File: src/rtl/lsu_mem_arbiter_if.sv
// Handshake bundle between the per-thread LSUs, the arbiter and the data-memory port.
// Latency: none (wires only).
// Backpressure: carried by the consumer/memory ready signals defined here.
// Ports: master = arbiter side (drives consumer readies/data, mem requests, busy);
//        slave  = environment side (LSUs and memory).
interface lsu_mem_arbiter_if #(
  parameter int NUM_CONSUMERS = 4,
  parameter int ADDR_WIDTH    = 8,
  parameter int DATA_WIDTH    = 8
);
  logic [NUM_CONSUMERS-1:0]                 consumer_read_valid;
  logic [NUM_CONSUMERS-1:0][ADDR_WIDTH-1:0] consumer_read_address;
  logic [NUM_CONSUMERS-1:0]                 consumer_read_ready;
  logic [NUM_CONSUMERS-1:0][DATA_WIDTH-1:0] consumer_read_data;
  logic [NUM_CONSUMERS-1:0]                 consumer_write_valid;
  logic [NUM_CONSUMERS-1:0][ADDR_WIDTH-1:0] consumer_write_address;
  logic [NUM_CONSUMERS-1:0][DATA_WIDTH-1:0] consumer_write_data;
  logic [NUM_CONSUMERS-1:0]                 consumer_write_ready;
  logic                                     mem_read_valid;
  logic [ADDR_WIDTH-1:0]                    mem_read_address;
  logic                                     mem_read_ready;
  logic [DATA_WIDTH-1:0]                    mem_read_data;
  logic                                     mem_write_valid;
  logic [ADDR_WIDTH-1:0]                    mem_write_address;
  logic [DATA_WIDTH-1:0]                    mem_write_data;
  logic                                     mem_write_ready;
  logic                                     busy;

  modport master (
    input  consumer_read_valid, consumer_read_address,
    input  consumer_write_valid, consumer_write_address, consumer_write_data,
    output consumer_read_ready, consumer_read_data, consumer_write_ready,
    output mem_read_valid, mem_read_address,
    input  mem_read_ready, mem_read_data,
    output mem_write_valid, mem_write_address, mem_write_data,
    input  mem_write_ready,
    output busy
  );

  modport slave (
    output consumer_read_valid, consumer_read_address,
    output consumer_write_valid, consumer_write_address, consumer_write_data,
    input  consumer_read_ready, consumer_read_data, consumer_write_ready,
    input  mem_read_valid, mem_read_address,
    output mem_read_ready, mem_read_data,
    input  mem_write_valid, mem_write_address, mem_write_data,
    output mem_write_ready,
    input  busy
  );
endinterface

File: src/rtl/lsu_mem_arbiter.sv
// Round-robin arbiter sharing one data-memory read/write port among NUM_CONSUMERS LSUs.
// Latency: grant on first edge, completion on edge that samples mem ready, release when consumer valid drops.
// Backpressure: one transaction in flight; other requesters wait (level valid) until the current one is released.
// Ports: clk, rst_n (async active-low), bus (lsu_mem_arbiter_if.master: consumer and memory handshakes, busy).
module lsu_mem_arbiter #(
  parameter int NUM_CONSUMERS = 4,
  parameter int ADDR_WIDTH    = 8,
  parameter int DATA_WIDTH    = 8
) (
  input  logic clk,
  input  logic rst_n,
  lsu_mem_arbiter_if.master bus
);

  localparam int IW = (NUM_CONSUMERS > 1) ? $clog2(NUM_CONSUMERS) : 1;

  typedef enum logic [1:0] {
    ARB_IDLE    = 2'd0,
    ARB_READ    = 2'd1,
    ARB_WRITE   = 2'd2,
    ARB_RELEASE = 2'd3
  } arb_state_e;

  arb_state_e                               state_q;
  logic [IW-1:0]                            rr_ptr_q;
  logic [IW-1:0]                            g_q;
  logic                                     is_read_q;
  logic [ADDR_WIDTH-1:0]                    mem_addr_q;
  logic [DATA_WIDTH-1:0]                    mem_wdata_q;
  logic                                     mem_rvld_q;
  logic                                     mem_wvld_q;
  logic [NUM_CONSUMERS-1:0]                 rd_rdy_q;
  logic [NUM_CONSUMERS-1:0]                 wr_rdy_q;
  logic [NUM_CONSUMERS-1:0][DATA_WIDTH-1:0] rd_data_q;

  // Combinational winner search, consumed only in ARB_IDLE.
  logic          win_found_d;
  logic [IW-1:0] win_idx_d;
  logic          win_rd_d;
  logic          rel_vld_d;

  // Scan starting at rr_ptr_q; wider sum so the wrap works for non power-of-2 counts.
  always_comb begin
    logic [IW:0]   sum;
    logic [IW-1:0] cand;
    win_found_d = 1'b0;
    win_idx_d   = '0;
    win_rd_d    = 1'b0;
    sum         = '0;
    cand        = '0;
    for (int k = 0; k < NUM_CONSUMERS; k++) begin
      sum = {1'b0, rr_ptr_q} + (IW+1)'(k);
      if (sum >= (IW+1)'(NUM_CONSUMERS)) begin
        sum = sum - (IW+1)'(NUM_CONSUMERS);
      end
      cand = sum[IW-1:0];
      if (!win_found_d && (bus.consumer_read_valid[cand] || bus.consumer_write_valid[cand])) begin
        win_found_d = 1'b1;
        win_idx_d   = cand;
        // Read has priority when a consumer raises both; the write waits for a later grant.
        win_rd_d    = bus.consumer_read_valid[cand];
      end
    end
  end

  // Release waits on the valid matching the kind of transaction just completed.
  assign rel_vld_d = is_read_q ? bus.consumer_read_valid[g_q] : bus.consumer_write_valid[g_q];

  always_ff @(posedge clk or negedge rst_n) begin
    if (!rst_n) begin
      state_q     <= ARB_IDLE;
      rr_ptr_q    <= '0;
      g_q         <= '0;
      is_read_q   <= 1'b0;
      mem_addr_q  <= '0;
      mem_wdata_q <= '0;
      mem_rvld_q  <= 1'b0;
      mem_wvld_q  <= 1'b0;
      rd_rdy_q    <= '0;
      wr_rdy_q    <= '0;
      rd_data_q   <= '0;
    end else begin
      case (state_q)
        ARB_IDLE: begin
          if (win_found_d) begin
            g_q       <= win_idx_d;
            is_read_q <= win_rd_d;
            if (win_rd_d) begin
              mem_addr_q <= bus.consumer_read_address[win_idx_d];
              mem_rvld_q <= 1'b1;
              state_q    <= ARB_READ;
            end else begin
              mem_addr_q  <= bus.consumer_write_address[win_idx_d];
              mem_wdata_q <= bus.consumer_write_data[win_idx_d];
              mem_wvld_q  <= 1'b1;
              state_q     <= ARB_WRITE;
            end
          end
        end
        ARB_READ: begin
          if (bus.mem_read_ready) begin
            rd_data_q[g_q] <= bus.mem_read_data;
            rd_rdy_q[g_q]  <= 1'b1;
            mem_rvld_q     <= 1'b0;
            state_q        <= ARB_RELEASE;
          end
        end
        ARB_WRITE: begin
          if (bus.mem_write_ready) begin
            wr_rdy_q[g_q] <= 1'b1;
            mem_wvld_q    <= 1'b0;
            state_q       <= ARB_RELEASE;
          end
        end
        ARB_RELEASE: begin
          if (!rel_vld_d) begin
            rd_rdy_q <= '0;
            wr_rdy_q <= '0;
            rr_ptr_q <= (g_q == IW'(NUM_CONSUMERS-1)) ? '0 : g_q + 1'b1;
            state_q  <= ARB_IDLE;
          end
        end
        default: state_q <= ARB_IDLE;
      endcase
    end
  end

  assign bus.consumer_read_ready  = rd_rdy_q;
  assign bus.consumer_read_data   = rd_data_q;
  assign bus.consumer_write_ready = wr_rdy_q;
  assign bus.mem_read_valid       = mem_rvld_q;
  assign bus.mem_read_address     = mem_addr_q;
  assign bus.mem_write_valid      = mem_wvld_q;
  assign bus.mem_write_address    = mem_addr_q;
  assign bus.mem_write_data       = mem_wdata_q;
  assign bus.busy                 = (state_q != ARB_IDLE);

endmodule

File: src/flat_wrapper.sv
// flat-port wrapper written by rule: the top's interface ports become plain ports
module lsu_mem_arbiter_flat 
#(
  parameter int NUM_CONSUMERS = 4,
  parameter int ADDR_WIDTH    = 8,
  parameter int DATA_WIDTH    = 8
)
  (clk, rst_n, bus_consumer_read_valid, bus_consumer_read_address, bus_consumer_write_valid, bus_consumer_write_address, bus_consumer_write_data, bus_consumer_read_ready, bus_consumer_read_data, bus_consumer_write_ready, bus_mem_read_valid, bus_mem_read_address, bus_mem_read_ready, bus_mem_read_data, bus_mem_write_valid, bus_mem_write_address, bus_mem_write_data, bus_mem_write_ready, bus_busy);
  lsu_mem_arbiter_if #(.NUM_CONSUMERS(NUM_CONSUMERS), .ADDR_WIDTH(ADDR_WIDTH), .DATA_WIDTH(DATA_WIDTH)) bus_i ();
  input  logic clk;
  input  logic rst_n;
  input wire logic [$bits(bus_i.consumer_read_valid)-1:0] bus_consumer_read_valid;
  input wire logic [$bits(bus_i.consumer_read_address)-1:0] bus_consumer_read_address;
  input wire logic [$bits(bus_i.consumer_write_valid)-1:0] bus_consumer_write_valid;
  input wire logic [$bits(bus_i.consumer_write_address)-1:0] bus_consumer_write_address;
  input wire logic [$bits(bus_i.consumer_write_data)-1:0] bus_consumer_write_data;
  output wire logic [$bits(bus_i.consumer_read_ready)-1:0] bus_consumer_read_ready;
  output wire logic [$bits(bus_i.consumer_read_data)-1:0] bus_consumer_read_data;
  output wire logic [$bits(bus_i.consumer_write_ready)-1:0] bus_consumer_write_ready;
  output wire logic [$bits(bus_i.mem_read_valid)-1:0] bus_mem_read_valid;
  output wire logic [$bits(bus_i.mem_read_address)-1:0] bus_mem_read_address;
  input wire logic [$bits(bus_i.mem_read_ready)-1:0] bus_mem_read_ready;
  input wire logic [$bits(bus_i.mem_read_data)-1:0] bus_mem_read_data;
  output wire logic [$bits(bus_i.mem_write_valid)-1:0] bus_mem_write_valid;
  output wire logic [$bits(bus_i.mem_write_address)-1:0] bus_mem_write_address;
  output wire logic [$bits(bus_i.mem_write_data)-1:0] bus_mem_write_data;
  input wire logic [$bits(bus_i.mem_write_ready)-1:0] bus_mem_write_ready;
  output wire logic [$bits(bus_i.busy)-1:0] bus_busy;
  assign bus_i.consumer_read_valid = bus_consumer_read_valid;
  assign bus_i.consumer_read_address = bus_consumer_read_address;
  assign bus_i.consumer_write_valid = bus_consumer_write_valid;
  assign bus_i.consumer_write_address = bus_consumer_write_address;
  assign bus_i.consumer_write_data = bus_consumer_write_data;
  assign bus_consumer_read_ready = bus_i.consumer_read_ready;
  assign bus_consumer_read_data = bus_i.consumer_read_data;
  assign bus_consumer_write_ready = bus_i.consumer_write_ready;
  assign bus_mem_read_valid = bus_i.mem_read_valid;
  assign bus_mem_read_address = bus_i.mem_read_address;
  assign bus_i.mem_read_ready = bus_mem_read_ready;
  assign bus_i.mem_read_data = bus_mem_read_data;
  assign bus_mem_write_valid = bus_i.mem_write_valid;
  assign bus_mem_write_address = bus_i.mem_write_address;
  assign bus_mem_write_data = bus_i.mem_write_data;
  assign bus_i.mem_write_ready = bus_mem_write_ready;
  assign bus_busy = bus_i.busy;
  lsu_mem_arbiter #(.NUM_CONSUMERS(NUM_CONSUMERS), .ADDR_WIDTH(ADDR_WIDTH), .DATA_WIDTH(DATA_WIDTH)) u_core (.clk(clk), .rst_n(rst_n), .bus(bus_i));
endmodule
File: config.mk
export PLATFORM = sky130hd
export DESIGN_NAME = lsu_mem_arbiter_flat
export DESIGN_NICKNAME = d
export VERILOG_FILES = /design/src/rtl/lsu_mem_arbiter_if.sv /design/src/rtl/lsu_mem_arbiter.sv /design/src/flat_wrapper.sv
export SDC_FILE = /design/constraint.sdc
export NUM_CORES = 1
export LEC_CHECK = 0
export CORE_MARGIN = 2
export CORE_UTILIZATION = 38
export CTS_CLUSTER_DIAMETER = 100
export DETAILED_ROUTE_END_ITERATION = 6
export PLACE_DENSITY = 0.77
export SYNTH_ARGS = -nofsm -noshare
export SYNTH_HDL_FRONTEND = slang
export SYNTH_SLANG_ARGS = --single-unit
File: constraint.sdc
create_clock -name clk -period 2.6 [get_ports clk]
set_clock_uncertainty 0.2 [all_clocks]
set_input_delay 0.52 -clock clk [delete_from_list [all_inputs] [get_ports clk]]
set_output_delay 0.52 -clock clk [all_outputs]
set_load 0.03 [all_outputs]
---- Yosys cells after proc, flatten, opt, wreduce, memory -nomap -nowiden ----
Index checks and enable logic that the tools add are counted.
operators by class
  add/sub/neg operators ................... 8
  magnitude comparators ................... 11
  equality and inequality tests ........... 10
  mux-type cells .......................... 69
  bitwise logic cells ..................... 4
  reductions and logical operators ........ 26
operators with widths
  cell                                                                     count
  8-bit binary-select mux with 2-bit select                                3
  8-bit two-way mux                                                        5
  32-bit bitwise mux                                                       1
  2-bit two-way mux                                                        14
  1-bit two-way mux                                                        26
  1-bit binary-select mux with 2-bit select                                10
  2-bit by 3-bit < comparator with 1-bit output, second input constant     6
  8-bit demux with 2-bit select                                            1
  4-bit case mux with 2 select lines                                       2
  4-bit two-way mux                                                        3
  4-bit AND reduction                                                      3
  2-bit nonzero test                                                       5
  3-bit greater-or-equal comparator, second input constant                 3
  3-bit AND reduction                                                      3
  2-bit inequality test, second input constant                             4
  4-bit bitwise OR                                                         2
  2-bit case mux with 4 select lines                                       1
  2-bit by 1-bit subtractor with 2-bit output, second input constant       4
  2-bit by 2-bit adder with 3-bit output, second input constant            2
  2-bit equality test, second input constant                               3
  2-bit AND reduction                                                      3
  1-bit logical AND                                                        4
  1-bit logical OR                                                         4
  2-bit by 1-bit inequality test with 1-bit output, second input constant  2
  10 further kinds                                                         14
word-level totals
  register bits after elaboration ......... 65
  output and inout bits ................... 67
  word-level logic and storage cells ...... 142

---- Logic depth before layout (Yosys ltp) ----
Gate-level depths: netlist of the first run.
  depth after elaboration ................. 18
  gate-level depth with buffers ........... 10

---- Least setup slack after synthesis of the first run ----
Ideal clock, no wire load.
  kind .................................... in2reg
  start ................................... input port bus_consumer_read_valid[3]
  end ..................................... register u_core.mem_wdata_q[5] (netlist: u_core.bus.mem_write_data[5])
  arrival ................................. 2.537 ns
  required time ........................... 2.325 ns
  path slack .............................. -0.212 ns
  cell stages on the path ................. 8
  cell sequence ........................... mux4_2 > or2_1 > or4_1 > nand4_2 > nor2_2 > buf_2 > mux2_4 > o21ai_2
between the ends
  cells in the longest elaborated chain, start to end .. 15
  elaborated cells between the ends (all ways) .. 34
ends and longest elaborated chain
  what                                                                            RTL line                                      source
  start: declaration                                                              flat_wrapper.sv:12                            input wire logic [$bits(bus_i.consumer_read_valid)-1:0] bus_consumer_read_valid;
  1-bit binary-select mux with 2-bit select                                       lsu_mem_arbiter.sv:57, lsu_mem_arbiter.sv:61
  1-bit two-way mux (not written as such)                                         lsu_mem_arbiter.sv:57, lsu_mem_arbiter.sv:61
  1-bit logical OR                                                                lsu_mem_arbiter.sv:57                         if (!win_found_d && (bus.consumer_read_valid[cand] || bus.consumer_write_valid[cand])) begin
  1-bit two-way mux                                                               lsu_mem_arbiter.sv:57
  1-bit zero test                                                                 lsu_mem_arbiter.sv:57
  1-bit logical AND                                                               lsu_mem_arbiter.sv:57
  1-bit two-way mux                                                               lsu_mem_arbiter.sv:57
  1-bit zero test                                                                 lsu_mem_arbiter.sv:57
  1-bit logical AND                                                               lsu_mem_arbiter.sv:57
  1-bit two-way mux                                                               lsu_mem_arbiter.sv:57
  1-bit zero test                                                                 lsu_mem_arbiter.sv:57
  1-bit logical AND                                                               lsu_mem_arbiter.sv:57
  2-bit two-way mux or 1-bit two-way mux (tied branches)                          lsu_mem_arbiter.sv:57
  8-bit binary-select mux with 2-bit select or 1-bit NOT (tied branches)          n/a
  8-bit two-way mux (not written as such) or 3-bit AND reduction (tied branches)  n/a
  end signal: assignment                                                          lsu_mem_arbiter.sv:94                         mem_wdata_q <= bus.consumer_write_data[win_idx_d];
  end: declaration                                                                lsu_mem_arbiter.sv:29                         logic [DATA_WIDTH-1:0] mem_wdata_q;
Several ways; a longest one is shown, not always the timed one. The select of a mux whose other input is x is not followed.
A chain may end at the register's enable or synchronous reset.

---- Final worst setup path of the first run ----
  start ................................... register u_core.rr_ptr_q[0]
  end ..................................... register u_core.mem_addr_q[5] (netlist: u_core.bus.mem_read_address[5])
between the ends
  cells in the longest elaborated chain, start to end .. 18
  elaborated cells between the ends (all ways) .. 59
ends and longest elaborated chain
  what                                                                                             RTL line                source
  start: declaration                                                                               lsu_mem_arbiter.sv:25   logic [IW-1:0] rr_ptr_q;
  start signal: assignment                                                                         lsu_mem_arbiter.sv:119  rr_ptr_q <= (g_q == IW'(NUM_CONSUMERS-1)) ? '0 : g_q + 1'b1;
  parallel branches: the longest is 18 deep, another holds 2-bit by 1-bit adder with 3-bit output  n/a
  end signal: assignment                                                                           lsu_mem_arbiter.sv:89   mem_addr_q <= bus.consumer_read_address[win_idx_d];
  end signal: assignment                                                                           lsu_mem_arbiter.sv:93   mem_addr_q <= bus.consumer_write_address[win_idx_d];
  end: declaration                                                                                 lsu_mem_arbiter.sv:28   logic [ADDR_WIDTH-1:0] mem_addr_q;
Several ways; the timed one is not identified. The select of a mux whose other input is x is not followed.

==> summary.md, run 1 <==
- finished, violations left — outcome
- negative setup slack — violated checks
- 340 ps — clock latency on the worst-skew pair
- -321 ps — setup ws final
- 716 — Net count, final
- 500 ps — biggest cell delay along the critical path
- 0 — ANT nets after route
- -4620 ps — Sum Neg Setup Slack
- 651 ps — Slew @ Worst Pin
- 2920 ps — final critical-path required period
- 13600 um — total routed wirelength
- 1.00 — FFs w/ async S/R, synth
- reg2reg — class of the tightest hold or removal check
- flop — nature of the critical path startpoint
- 10.9 um^2 — average footprint of a synthesized cell
- 0.0276 — Synth Area in Adders
- 0 — n_diodes
- 4137 — via count of the first global-routing pass
- 10000 um — dpl hpwl
- mux4_2 — slowest stage cell, crit path
- 37 — Core Rows
- 0.230 — total routing usage reported by global routing
- dfrtp_1 — dominant cell type by area after synthesis
- 0.0987 — share of synthesized cell area in and, or, nand and nor gates
- 0 — Remaining DRCs
- done — TritonCTS clock tree
- 1.12 — final worst path period share
- 342 MHz — Max Clock Freq
- 65 — number of synthesized register bits
- dfrtp_1 — most frequent cell after synthesis
- 39 — post-synth cell types
- dfrtp_1 (65), mux2_2 (48), nand2_1 (45), mux2i_1 (43), a21oi_1 (15) — most common library cells after synthesis
- 0.398 — sequential area share after synthesis
- 0.398 — proportion of netlist area held by the largest area contributor
- 376 — Gate Count Post-Synth
- 9 — Num CTS Buffers
- 11600 um^2 — die area
- true — RSZ-0062 raised after global routing
- 501 — syn_nets
- flop — Critical Path End Type
- 182 — count of buffers from port buffering
- 0.00298 uW — reported leakage power
- 0 — Hold Vio Cnt, Final
- 8 — maximum fanout count along the critical path
- 0.257 — ratio of cells with drive above 1 in the final layout
- 1630 um^2 — Sequential cell area
- 0 — Synth Area in XOR/XNOR
- 0 — Post-synth EDFFs
- 3 — WP buf/inv
- 6940 um — met2 wirelength from detailed routing
- 10400 um^2 — standard cell core area
- 0.394 — Initial Util
- reg2reg — path type of the worst setup path
- 288 ps — worst hold slack
- 823 — filler instances
- multiplexers — combinational family with the most area after synthesis
- 3943 — vias
- dfrtp_1 (40%), mux2_2 (13%), mux2i_1 (11%) — cell types occupying the most area after synthesis
- 18.5 um — detail-routed net length per standard cell
- 0.566 — Rel. slew slack
- 4080 um^2 — combined area of all synthesized cells
- 80 ps — clock transition at the registers of the reported paths
- 3000 ps — Worst EP arrival
- 108 um — height of the chip
- 1200 um — total met3 wirelength after detailed routing
- buf_6 > mux4_2 > nor2_1 > buf_4 > nand4_1 > and3_4 > or4_4 > buf_12 > o221ai_1 > a21o_1 — CP cell instances
- 701 — number of placed cells counting well taps
- 0.837 — gp weighted congestion
- 0 — number of max-capacitance violations reported
- 0.803 mV — worst vdd rail ir drop
- simple AND/OR/NAND/NOR gates — cell class contributing the biggest share of worst-path delay
- 0.297 — share of cell area taken by muxes after synthesis
- dfrtp_1 — main flop type after synthesis
- 20900 um — wire length of the first global-routing pass
- 2 — CTS max path bufs
- 5100 um — routed metal-1 wirelength
- clkbuf_8 — root buffer cell
- 0.127 — area fraction in compound gates after synthesis
- 183 — Top Ports
- 64.6% — area added between synthesis and finish
- 0 — synth warn
- 5.39 — per-cell via count in the routed design
- 2680 ps — Crit path required time
- 0 — grt ovf
- 0.648 — fin util
- 4 — detailed-router iteration count before antenna repair
- 32 — largest net degree at the start of global routing
- 108 um — overall die width
- 1380 nW/um^2 — PD cells
- 170 — Initial DRC Count
- 16 — final number of setup-violating endpoints
- 732 — Cell Count, Final, Fillers Out
- 3 — CTS H-tree depth
- 0 — Final Max Tran Viols
- 2360 um^2 — area of the multi-input gates
- 0 — number of antenna violations at the first check in global routing
- met4 — uppermost layer routed
- 65 — CTS Sinks
## registers in the layout (all words and copies together) (netlist names)
name and flops:
u_core.g_q 2, u_core.bus.consumer_write_ready 4, u_core.bus.mem_read_valid 1, u_core.state_q 2, u_core.bus.mem_read_address 8, u_core.bus.consumer_read_ready 4
u_core.bus.mem_write_data 8, u_core.is_read_q 1, u_core.rr_ptr_q 2, u_core.bus.mem_write_valid 1, u_core.bus.consumer_read_data 32
## cell usage in the layout, fill, tap and decap left out, types with 8 or more instances in the layout
| master | Yosys | layout |
|---|---|---|
| nand2_1 | 45 | 45 |
| mux4_2 | 10 | 10 |
| dfrtp_1 | 65 | 63 |
| mux2i_1 | 43 | 38 |
| dlygate4sd2_1 | 0 | 9 |
| a21oi_1 | 15 | 14 |
| clkdlybuf4s50_1 | 0 | 172 |
| o21ai_1 | 8 | 8 |
| clkbuf_8 | 0 | 9 |
| a21o_1 | 11 | 11 |
| buf_4 | 10 | 35 |
| mux2_2 | 48 | 48 |
| a31oi_1 | 9 | 9 |
| inv_1 | 8 | 8 |
| nand3_1 | 13 | 13 |
| a22oi_1 | 8 | 8 |
| o21ai_0 | 12 | 8 |
| ha_1 | 9 | 9 |
## layout make-up
| type | count | area share |
|---|---|---|
| flip-flops and latches | 65 | 0.242 |
| clock buffers | 9 | 0.0184 |
| multi-input cells | 276 | 0.351 |
| inverters | 8 | 0.00447 |
| well taps | 136 | 0.0253 |
| repair buffers | 231 | 0.346 |
| clock inverters | 7 | 0.0125 |
## timing repair
action / in CTS / in global routing
setup buffers: 7 / 5
endpoints found under the setup margin: 22 / 21
resized for setup: 32 / 16
gates cloned: 2 / 1
hold endpoints to repair: 20 / 0
pin swaps: 3 / 8
hold buffers: 1 / 0
## final timing paths
check                                              from                            endpoint  slack, ps  cells past startpoint
max in group asynchronous                         rst_n   u_core.bus.consumer_read_data[25]        960                      3
min in group asynchronous                         rst_n  u_core.bus.consumer_write_ready[1]        460                      2
setup reg to reg                     u_core.rr_ptr_q[0]      u_core.bus.mem_read_address[5]       -320                     10
hold reg to reg            u_core.bus.mem_write_data[5]        u_core.bus.mem_write_data[5]        290                      2
hold / removal             u_core.bus.mem_write_data[5]        u_core.bus.mem_write_data[5]        290                      2
setup / recovery                     u_core.rr_ptr_q[0]      u_core.bus.mem_read_address[5]       -320                     10
## report_power, final
group	switching (uW)	internal (uW)	leakage, uW	total [uW]
Clock	455	463	0.000103	918
Combinational	3260	3250	0.00208	6510
Sequential	348	1490	0.000794	1840
## metrics by stage
step           cell area, um^2  worst slack (ps)  power [uW]
2_1_floorplan             4110              -172        5560
5_1_grt                   6720              -417        9820
4_1_cts                   6590              -291        9040
3_3_place_gp              6200              -826        7460
3_5_place_dp              6200              -865        7620
6_report                  6720              -321        9270
## logic make-up (layout without fill, tap and decap cells)
| group | Yosys count | count (layout) |
|---|---|---|
| muxes | 102 | 102 |
| adders and majority gates | 9 | 9 |
| DFF | 65 | 65 |
| and+or+nand+nor | 86 | 86 |
| buffers and inverters | 35 | 255 |
| AOI/OAI and AO/OA | 79 | 79 |
## per-layer routing
layer  global-route usage  vias to the layer above
li1                     -                     1821
met1                0.260                     1932
met2                0.403                      161
met3               0.0781                       29
met4               0.0833                        0
met5                    0                        -
## worst reg2reg max path, cell delays in order, from the launching register on
cell	delay, ps
dfrtp_2	440
buf_6	140
mux4_2	500
nor2_1	130
buf_4	160
nand4_1	120
and3_4	210
or4_4	500
buf_12	160
o221ai_1	200
a21o_1	110
Note: power is estimated with default switching activity, not from simulation.
==> inputs of run 2 (changes only) <==
ABC_AREA = 1   (was unset)
CORE_UTILIZATION = 39   (was 38)
PLACE_DENSITY = 0.78   (was 0.77)
==> run 2 against run 1 <==
The run now ends clean. Setup slack gained 340 ps. Die area grew 2.2%. Critical path depth grew 5. Worst hold slack gained 0.99 ps. Register-to-register slack gained 340 ps. Largest power group unchanged.
==> summary.md, run 2 <==
- 0.885 mV — worst vdd rail ir drop
- 5 — detailed-router iteration count before antenna repair
- dfrtp_1 — main flop type after synthesis
- 0.129 — ratio of cells with drive above 1 in the final layout
- 1.00 — FFs w/ async S/R, synth
- 1440 nW/um^2 — PD cells
- 0.605 — Rel. slew slack
- flop — nature of the critical path startpoint
- 5.09 — per-cell via count in the routed design
- reg2reg — path type of the worst setup path
- 183 — Top Ports
- 182 — count of buffers from port buffering
- 2630 ps — Crit path required time
- 65 — number of synthesized register bits
- 0.380 — sequential area share after synthesis
- reg2reg — class of the tightest hold or removal check
- 2 — CTS max path bufs
- 0 — Hold Vio Cnt, Final
- 0.991 — final worst path period share
- completed — outcome
- 109 um — overall die width
- 388 MHz — Max Clock Freq
- 0 — final number of setup-violating endpoints
- 11800 um^2 — die area
- 0.00349 uW — reported leakage power
- 914 — filler instances
- 963 — Net count, final
- nand2_1 (231), nand3_1 (110), inv_1 (73), dfrtp_1 (65), o21ai_0 (53) — most common library cells after synthesis
- 330 ps — clock latency on the worst-skew pair
- 0 — synth warn
- 0.397 — Initial Util
- 0 — Post-synth EDFFs
- 0 — number of max-capacitance violations reported
- 4659 — via count of the first global-routing pass
- 20 ps — R2R Setup Slk
- 26 — post-synth cell types
- 321 — Initial DRC Count
- 0 — ANT nets after route
- 633 — Gate Count Post-Synth
- 44 — largest net degree at the start of global routing
- 6 — maximum fanout count along the critical path
- 758 — syn_nets
- 1630 um^2 — Sequential cell area
- nand2_1 — most common cell after layout, fill and taps aside
- nand2_1 (221), clkdlybuf4s50_1 (172), nand3_1 (108) — commonest cells after routing, fill and taps aside
- 32 — number of flip-flops in the largest register
- 14800 um — total routed wirelength
- 10800 um^2 — standard cell core area
- 109 um — height of the chip
- 60.9% — area added between synthesis and finish
- 0 — number of antenna violations at the first check in global routing
- 2190 um^2 — area of the multi-input gates
- done — TritonCTS clock tree
- 5002 — vias
- 944 — number of placed cells counting well taps
- dfrtp_1 — dominant cell type by area after synthesis
- 0 — Remaining DRCs
- 65 — CTS Sinks
- 38 — Core Rows
- 0.889 — gp weighted congestion
- 21600 um — wire length of the first global-routing pass
- clkbuf_8 — root buffer cell
- 0 — grt ovf
- flop — Critical Path End Type
- dfrtp_1 (38%), nand2_1 (20%), nand3_1 (13%) — cell types occupying the most area after synthesis
- 0 — Final Max Tran Viols
- nand2_1 — most frequent cell after synthesis
- 591 ps — Slew @ Worst Pin
- 0.380 — proportion of netlist area held by the largest area contributor
- 983 — Cell Count, Final, Fillers Out
- 4290 um^2 — combined area of all synthesized cells
- 6.77 um^2 — average footprint of a synthesized cell
- 10600 um — dpl hpwl
- 2580 ps — final critical-path required period
- 3 — CTS H-tree depth
- 9 — Num CTS Buffers
- 80 ps — clock transition at the registers of the reported paths
- 0 — n_diodes
- 289 ps — worst hold slack
- 15.0 um — detail-routed net length per standard cell
- 2610 ps — Worst EP arrival
- 0.229 — total routing usage reported by global routing
[run 2: cell count changes after synthesis, moves of 10 or more]
cell     change
o21ai_0     +41
nand3_1     +97
inv_1       +65
mux4_2      -10
mux2i_1     -43
mux2_2      -48
a21o_1      -11
nand2_1    +186
[run 2: critical path, cell delays in order, from the launching register on]
cell	delay, ps
dfrtp_2	440
clkinv_4	100
buf_6	140
nand2_1	70
nand2_1	60
nand2_1	70
nand2_2	80
nor2_4	160
buf_4	140
nand3b_1	210
nand2_2	100
nor2_4	230
clkbuf_16	200
nand3_1	100
nand3_1	90
nand3_1	70
[run 2: metrics by stage]
step | setup WS (ps) | area (um^2) | power (uW) | util | setup TNS (ps)
global route | -95.0 | 6900 | 10700 | 0.639 | -1170
CTS | 52.2 | 6550 | 9160 | 0.607 | 0
floorplan | 434 | 4290 | 5920 | - | 0
finish | 23.4 | 6900 | 9930 | 0.639 | 0
global placement | -228 | 6310 | 8000 | 0.585 | -3370
detailed placement | -357 | 6310 | 8150 | 0.585 | -5320
[run 2: area by class of cell]
cell class | count | share of cell area
clock buffer | 9 | 0.0180
clock inverter | 7 | 0.0149
inverter | 75 | 0.0419
multi-input combinational | 455 | 0.318
sequential | 65 | 0.236
tap | 140 | 0.0254
timing repair buffer | 232 | 0.345
[run 2: cells by family (layout without fill, tap and decap cells)]
kind of cell / Yosys count / after routing / synth area share
simple gates: 371 / 371 / 0.376
buf+inv: 113 / 323 / 0.128
compound gates: 75 / 75 / 0.0902
flops: 65 / 65 / 0.380
fa+ha+maj: 9 / 9 / 0.0263
[run 2: timing repair]
item | CTS | global route
pin swaps | 0 | 12
buffers inserted | 0 | 18
setup endpoints to repair | 3 | 18
hold buffers | 1 | 0
gates resized for setup | 1 | 51
gates cloned | 0 | 4
hold endpoints to repair | 22 | 0
[run 2: power by group]
part,switching (uW),internal [uW]
registers,335,1480
logic,4150,2990
clock network,426,550
[run 2: per-layer routing]
| layer | wire (um) | up-vias | GRT usage |
|---|---|---|---|
| li1 | - | 2415 | - |
| met1 | 5990 | 2335 | 0.276 |
| met2 | 7610 | 204 | 0.419 |
| met3 | 708 | 48 | 0.0293 |
| met4 | 471 | 0 | 0.0788 |
| met5 | 0 | - | 0 |
[run 2: path summary, 6_finish.rpt]
| path | startpoint | to | cells after the start |
|---|---|---|---|
| min in group asynchronous | rst_n | u_core.bus.mem_write_data[7] | 2 |
| hold / removal | u_core.bus.consumer_read_data[15] | u_core.bus.consumer_read_data[15] | 2 |
| setup reg to reg | u_core.rr_ptr_q[0] | u_core.bus.mem_read_address[7] | 15 |
| hold reg to reg | u_core.bus.consumer_read_data[15] | u_core.bus.consumer_read_data[15] | 2 |
| setup / recovery | u_core.rr_ptr_q[0] | u_core.bus.mem_read_address[7] | 15 |
| max in group asynchronous | rst_n | u_core.rr_ptr_q[1] | 3 |
==> inputs of run 3 (changes only) <==
TNS_END_PERCENT = 50   (was unset)
clock period = 2.1 ns   (was 2.6 ns; I/O delays follow)
==> run 3 against run 2 <==
The flow now finishes with violations (negative setup slack). Maximum frequency rose by 2.3%. Combinational power increased by 40%. First-iteration DRC count increased by 5.9%. Wire length increased by 1.4%. Highest routed layer unchanged. Setup slack got worse by 440 ps. Final area grew 6.9%. Largest power group unchanged. Critical path depth is 2 higher. Worst hold slack lost 0.87 ps. Critical endpoint is now u_core.bus.mem_read_address[4]. Sequential share of layout area down 1.5 points. Via count about the same. Cell count up 1.1%. Sequential cell count is the same.
==> summary.md, run 3 (synthesized netlist as in run 2, its figures left out) <==
- 0 — n_diodes
- 871 — filler instances
- 0 — number of max-capacitance violations reported
- 7370 um^2 — area of all placed cells without fillers
- 340 ps — clock latency on the worst-skew pair
- 4 — WP buf/inv
- 2 — CTS max path bufs
- 15.1 um — detail-routed net length per standard cell
- 5.03 — per-cell via count in the routed design
- 23 — final number of setup-violating endpoints
- 38 — Core Rows
- 1.04 mV — worst vdd rail ir drop
- nand3_2 — most used cell along the critical path
- -418 ps — setup ws final
- 288 ps — worst hold slack
- 32 — number of flip-flops in the largest register
- true — RSZ-0062 raised after global routing
- 974 — Net count, final
- 0.251 — total routing usage reported by global routing
- reg2reg — path type of the worst setup path
- 183 — Top Ports
- simple AND/OR/NAND/NOR gates — cell class contributing the biggest share of worst-path delay
- 0 — ANT nets after route
- 10800 um^2 — standard cell core area
- 0 — grt ovf
- flop — Critical Path End Type
- 480 ps — Slew @ Worst Pin
- 3 — CTS H-tree depth
- 0.00366 uW — reported leakage power
- 470 ps — biggest cell delay along the critical path
- 0.230 — ratio of cells with drive above 1 in the final layout
- 1820 nW/um^2 — PD cells
- 182 — count of buffers from port buffering
- finished, violations left — outcome
- 0.397 — Initial Util
- 2600 ps — Worst EP arrival
- 2180 ps — Crit path required time
- clkbuf_8 — root buffer cell
- negative setup slack — violated checks
- 109 um — height of the chip
- 4972 — via count of the first global-routing pass
- 0 — Final Max Tran Viols
- 9 — Num CTS Buffers
- 0 — number of antenna violations at the first check in global routing
- 2520 ps — final critical-path required period
- 0 — Hold Vio Cnt, Final
- flop — nature of the critical path startpoint
- 6 — detailed-router iteration count before antenna repair
- 15000 um — total routed wirelength
- done — TritonCTS clock tree
- 70 ps — clock transition at the registers of the reported paths
- clkinv_4 > buf_6 > nand2_4 > nand3_2 > nand2_2 > nand2_4 > nor2_4 > nand3_2 > nand2_2 > nand2_4 > nand2_8 > buf_6 > buf_16 > nand2_4 > nand3_2 > nand3_2 > nand3_2 — CP cell instances
- 0.680 — Rel. slew slack
- 0.917 — gp weighted congestion
- nand2_1 (176), clkdlybuf4s50_1 (173), nand3_1 (80) — commonest cells after routing, fill and taps aside
- 6460 um^2 — cell area after placement
- 397 MHz — Max Clock Freq
- 11800 um^2 — die area
- reg2reg — class of the tightest hold or removal check
- 72.0% — area added between synthesis and finish
- 65 — CTS Sinks
- 109 um — overall die width
- nand2_1 — most common cell after layout, fill and taps aside
- 23300 um — wire length of the first global-routing pass
- 340 — Initial DRC Count
- 0 — Remaining DRCs
- dfrtp_2 — slowest stage cell, crit path
- 4998 — vias
- 48 — largest net degree at the start of global routing
- 6 — maximum fanout count along the critical path
- 1.20 — final worst path period share
- 10700 um — dpl hpwl
[run 3: cell types whose count changed in the layout (fill, tap and decap cells not counted), sizes merged]
cell           previous run  this run
dlymetal6s2s              9         5
buf                      47        61
clkdlybuf4s50           172       173
inv                      76        74
clkbuf                   12        11
dlygate4sd2               0         2
clkinvlp                  1         2
[run 3: worst paths after layout]
kind / slack, ps / to / depth (start not counted) / from
min in group asynchronous: 390 / u_core.bus.mem_write_data[7] / 2 / rst_n
min reg2reg: 290 / u_core.bus.consumer_read_data[5] / 2 / u_core.bus.consumer_read_data[5]
max reg2reg: -420 / u_core.bus.mem_read_address[4] / 17 / u_core.rr_ptr_q[0]
max: -420 / u_core.bus.mem_read_address[4] / 17 / u_core.rr_ptr_q[0]
max in group asynchronous: 670 / u_core.rr_ptr_q[0] / 3 / rst_n
min: 290 / u_core.bus.consumer_read_data[5] / 2 / u_core.bus.consumer_read_data[5]
[run 3: worst reg2reg max path: cells and delay by family, from the launching register on]
family | cells | cell delay [ps]
AND/OR/NAND/NOR | 13 | 1250
buffers and inverters | 4 | 550
flip-flops | 1 | 470
[run 3: per-layer routing]
| metal | global-route usage | share of wire | vias to the layer above | wire (um) |
|---|---|---|---|---|
| li1 | - | - | 2439 | - |
| met1 | 0.298 | 0.40 | 2308 | 5950 |
| met2 | 0.448 | 0.52 | 209 | 7770 |
| met3 | 0.0347 | 0.052 | 42 | 783 |
| met4 | 0.115 | 0.031 | 0 | 469 |
| met5 | 0 | 0 | - | 0 |
[run 3: what timing repair did]
action,in CTS,in global routing
setup endpoints to repair,24,36
hold buffers,1,0
pin swaps,31,38
buffers inserted,13,2
hold endpoints to repair,18,0
resized for setup,56,89
gates cloned,5,1
[run 3: stage by stage]
step,setup WS [ps],instances,TNS (ps),util,total power (uW)
5_1_grt,-557,994,-10550,0.683,14300
3_5_place_dp,-785,959,-16860,0.599,10300
2_1_floorplan,-30.6,633,-176,-,7410
6_report,-418,994,-7470,0.683,13400
3_3_place_gp,-675,959,-14520,0.599,10100
4_1_cts,-324,992,-5780,0.653,12700
[run 3: cell type report]
cell class / count / area [um^2] / area share
Clock buffer: 10 / 138 / 0.0187
Clock inverter: 6 / 90.1 / 0.0122
Inverter: 75 / 293 / 0.0397
Multi-Input combinational cell: 455 / 2530 / 0.343
Timing Repair Buffer: 243 / 2520 / 0.342
Tap cell: 140 / 175 / 0.0238
Sequential cell: 65 / 1630 / 0.221
[run 3: where the power goes]
| part | internal, uW | total, uW | switching [uW] |
|---|---|---|---|
| clock network | 705 | 1210 | 509 |
| logic | 4290 | 9970 | 5680 |
| registers | 1830 | 2230 | 394 |
==> edit: new RTL, config.mk and constraints of run 3 <==
`DATA_WIDTH` is set to 8 in 3 places; all go to 10.
--- a/src/rtl/lsu_mem_arbiter_if.sv
+++ b/src/rtl/lsu_mem_arbiter_if.sv
@@ -8,3 +8,3 @@
   parameter int ADDR_WIDTH    = 8,
-  parameter int DATA_WIDTH    = 8
+  parameter int DATA_WIDTH    = 10
 );
--- a/src/rtl/lsu_mem_arbiter.sv
+++ b/src/rtl/lsu_mem_arbiter.sv
@@ -7,3 +7,3 @@
   parameter int ADDR_WIDTH    = 8,
-  parameter int DATA_WIDTH    = 8
+  parameter int DATA_WIDTH    = 10
 ) (
--- a/src/flat_wrapper.sv
+++ b/src/flat_wrapper.sv
@@ -5,3 +5,3 @@
   parameter int ADDR_WIDTH    = 8,
-  parameter int DATA_WIDTH    = 8
+  parameter int DATA_WIDTH    = 10
 )
Ports: changed (resized bus_consumer_read_data, bus_consumer_write_data, bus_mem_read_data and bus_mem_write_data); port bits go from 183 to 203. The function was not compared with the original's and may differ.
==> edit against run 3 <==
- the flow still finishes with violations (negative setup slack)
- sequential cell count rose by 10
- global-route usage hardly changed
- wire length grew 14%
- setup slack worse by 0.055 ns
- die area rose by 9.9%
- cell area is 12% higher
- power up 19%
- synthesized cell count increased by 8.7%
- sequential share of layout area increased by 0.72 points
- synthesized area grew 10%
- largest cell class is now buffers
- highest routed layer unchanged
==> edit: results (changes against run 3) <==
Worst setup path
  – RR Startpoint: u_core.rr_ptr_q[0]$_DFFE_PN0P_
  – Worst-path fanout max: 7 (+1)
  – CP peak stage delay: 0.51 ns (+0.04 ns)
  – Crit path kind: input port to flop
  – CP arrival: 2.58 ns (-0.02 ns)
  – Crit path from: bus_consumer_read_valid[1]
  – FF-to-FF path depth: 13 (-4)
  – R2R Setup Slk: -0.45 ns (-0.03 ns)
  – Worst flop-to-flop path endpoint: u_core.bus.mem_read_address[1]$_DFFE_PN0P_
  – Crit-path slowest cell: clkdlybuf4s50_1

Placement
  – Placed insts: 1025 (+6.9%)
  – Post-detail-place hpwl: 11000 um (+2.8%)
  – Pre-CTS WS: -0.669 ns (+0.115 ns)
  – GP Congestion: 0.868 (-5.4%)
  – Placed cell area: 6990 um2 (+8.1%)
  – I/O Buffers: 202 (+11%)

Route
  – Drc violations: 0 (unchanged)
  – Final wirelength: 17100 um (+14%)
  – Pre-antenna DRT Iters: 5 (-1)
  – DR iter-0 viols: 350 (+2.9%)
  – Via count: 5454 (+9.1%)
  – DR vias/cell: 5.05 (+0.34%)

Power
  – Peak supply drop: 0.00102 V (-1.8%)
  – Cell Int Power: 8.17 mW (+20%)
  – Combinational share of power: 0.745 (+0.002)
  – P_leak: 4.08 nW (+11%)

STA
  – Slew HR: 0.749 (+0.0690)
  – Fin worst setup slack: -0.473 ns (-0.0554 ns)
  – WHS: 0.282 ns (-0.00656 ns)
  – Final Setup Violations: 25 (+8.7%)

Synth
  – Share of flip-flops with an asynchronous set or reset after synthesis: 1.00 (unchanged)
  – Register area share after synthesis: 0.397 (+0.0174)
  – Post-Syn Nets: 823 (+8.6%)
  – Commonest cells in the netlist: 254 x nand2_1, 116 x nand3_1, 75 x dfrtp_1, 71 x inv_1, 58 x o21ai_0
  – Cell count after synthesis: 688 (+8.7%)
  – Unique masters post-synth: 28 (+7.7%)
  – Area contributors post-synth: dfrtp_1 40%, nand2_1 20%, nand3_1 12%

Clocking
  – CTS Buf Count: 9 (unchanged)
  – Clk root buf: clkbuf_16
  – Num Clock Sinks: 75 (+15%)

Worst hold path
  – Hold Crit Start: u_core.bus.consumer_read_data[15]$_DFFE_PN0P_
  – Hold Crit Depth: 2 (unchanged)

Layout
  – Non-clock inverter count: 76 (+1.3%)
  – Clock buf/inv share: 0.0345 (+0.00359)
  – Nets: 1064 (+9.2%)
  – Signal buffers: 267 (+9.9%)
  – Multi-In Gates: 500 (+9.9%)
  – Max FFs per register: 40 (+25%)
  – Multi-input combinational area share: 0.329 (-0.0137)
  – Reg area: 1880 um2 (+15%)
  – Fillers: 940 (+7.9%)
  – Multi-input gate area: 2710 um2 (+7.3%)

Global routing
  – Total GRT Usage: 0.251 (about the same)
  – First-pass GRT wire length: 26100 um (+12%)
  – Number of global-route vias before repair: 5432 (+9.3%)
  – Largest net degree at the start of global routing: 35 (-27%)

Status
  – Status: complete, but fails checks
  – Failing checks: negative setup slack

Die
  – Row count: 40 (+5.3%)
-- edit: repair_timing --
action                                 in CTS  in global routing
hold buffers                                1                  0
resized for setup                          52                 66
pin swaps                                   8                 55
setup buffers                              16                  9
setup endpoints to repair                  24                 31
gates cloned                               10                  4
endpoints found under the hold margin      28                  0
-- edit: kinds of logic (layout without fill, tap and decap cells) --
group | Yosys count | in the layout | share of synthesized area
flip-flops | 75 | 75 | 0.397
adder cells (fa/ha/maj) | 9 | 9 | 0.0238
buffers and inverters | 118 | 359 | 0.117
AO/OA/AOI/OAI | 82 | 82 | 0.0900
AND/OR/NAND/NOR | 404 | 409 | 0.373
-- edit: worst max-delay path, delay by kind of cell --
family	cells	cell delay, ns
buffers and inverters	4	0.92
AND/OR/NAND/NOR	12	1.23
-- edit: metal layers --
layer	routed length, um	global-route usage	part of all wire
met1	6810	0.308	0.40
met2	8540	0.435	0.50
met3	1230	0.0476	0.072
met4	507	0.102	0.030
met5	0	0	0
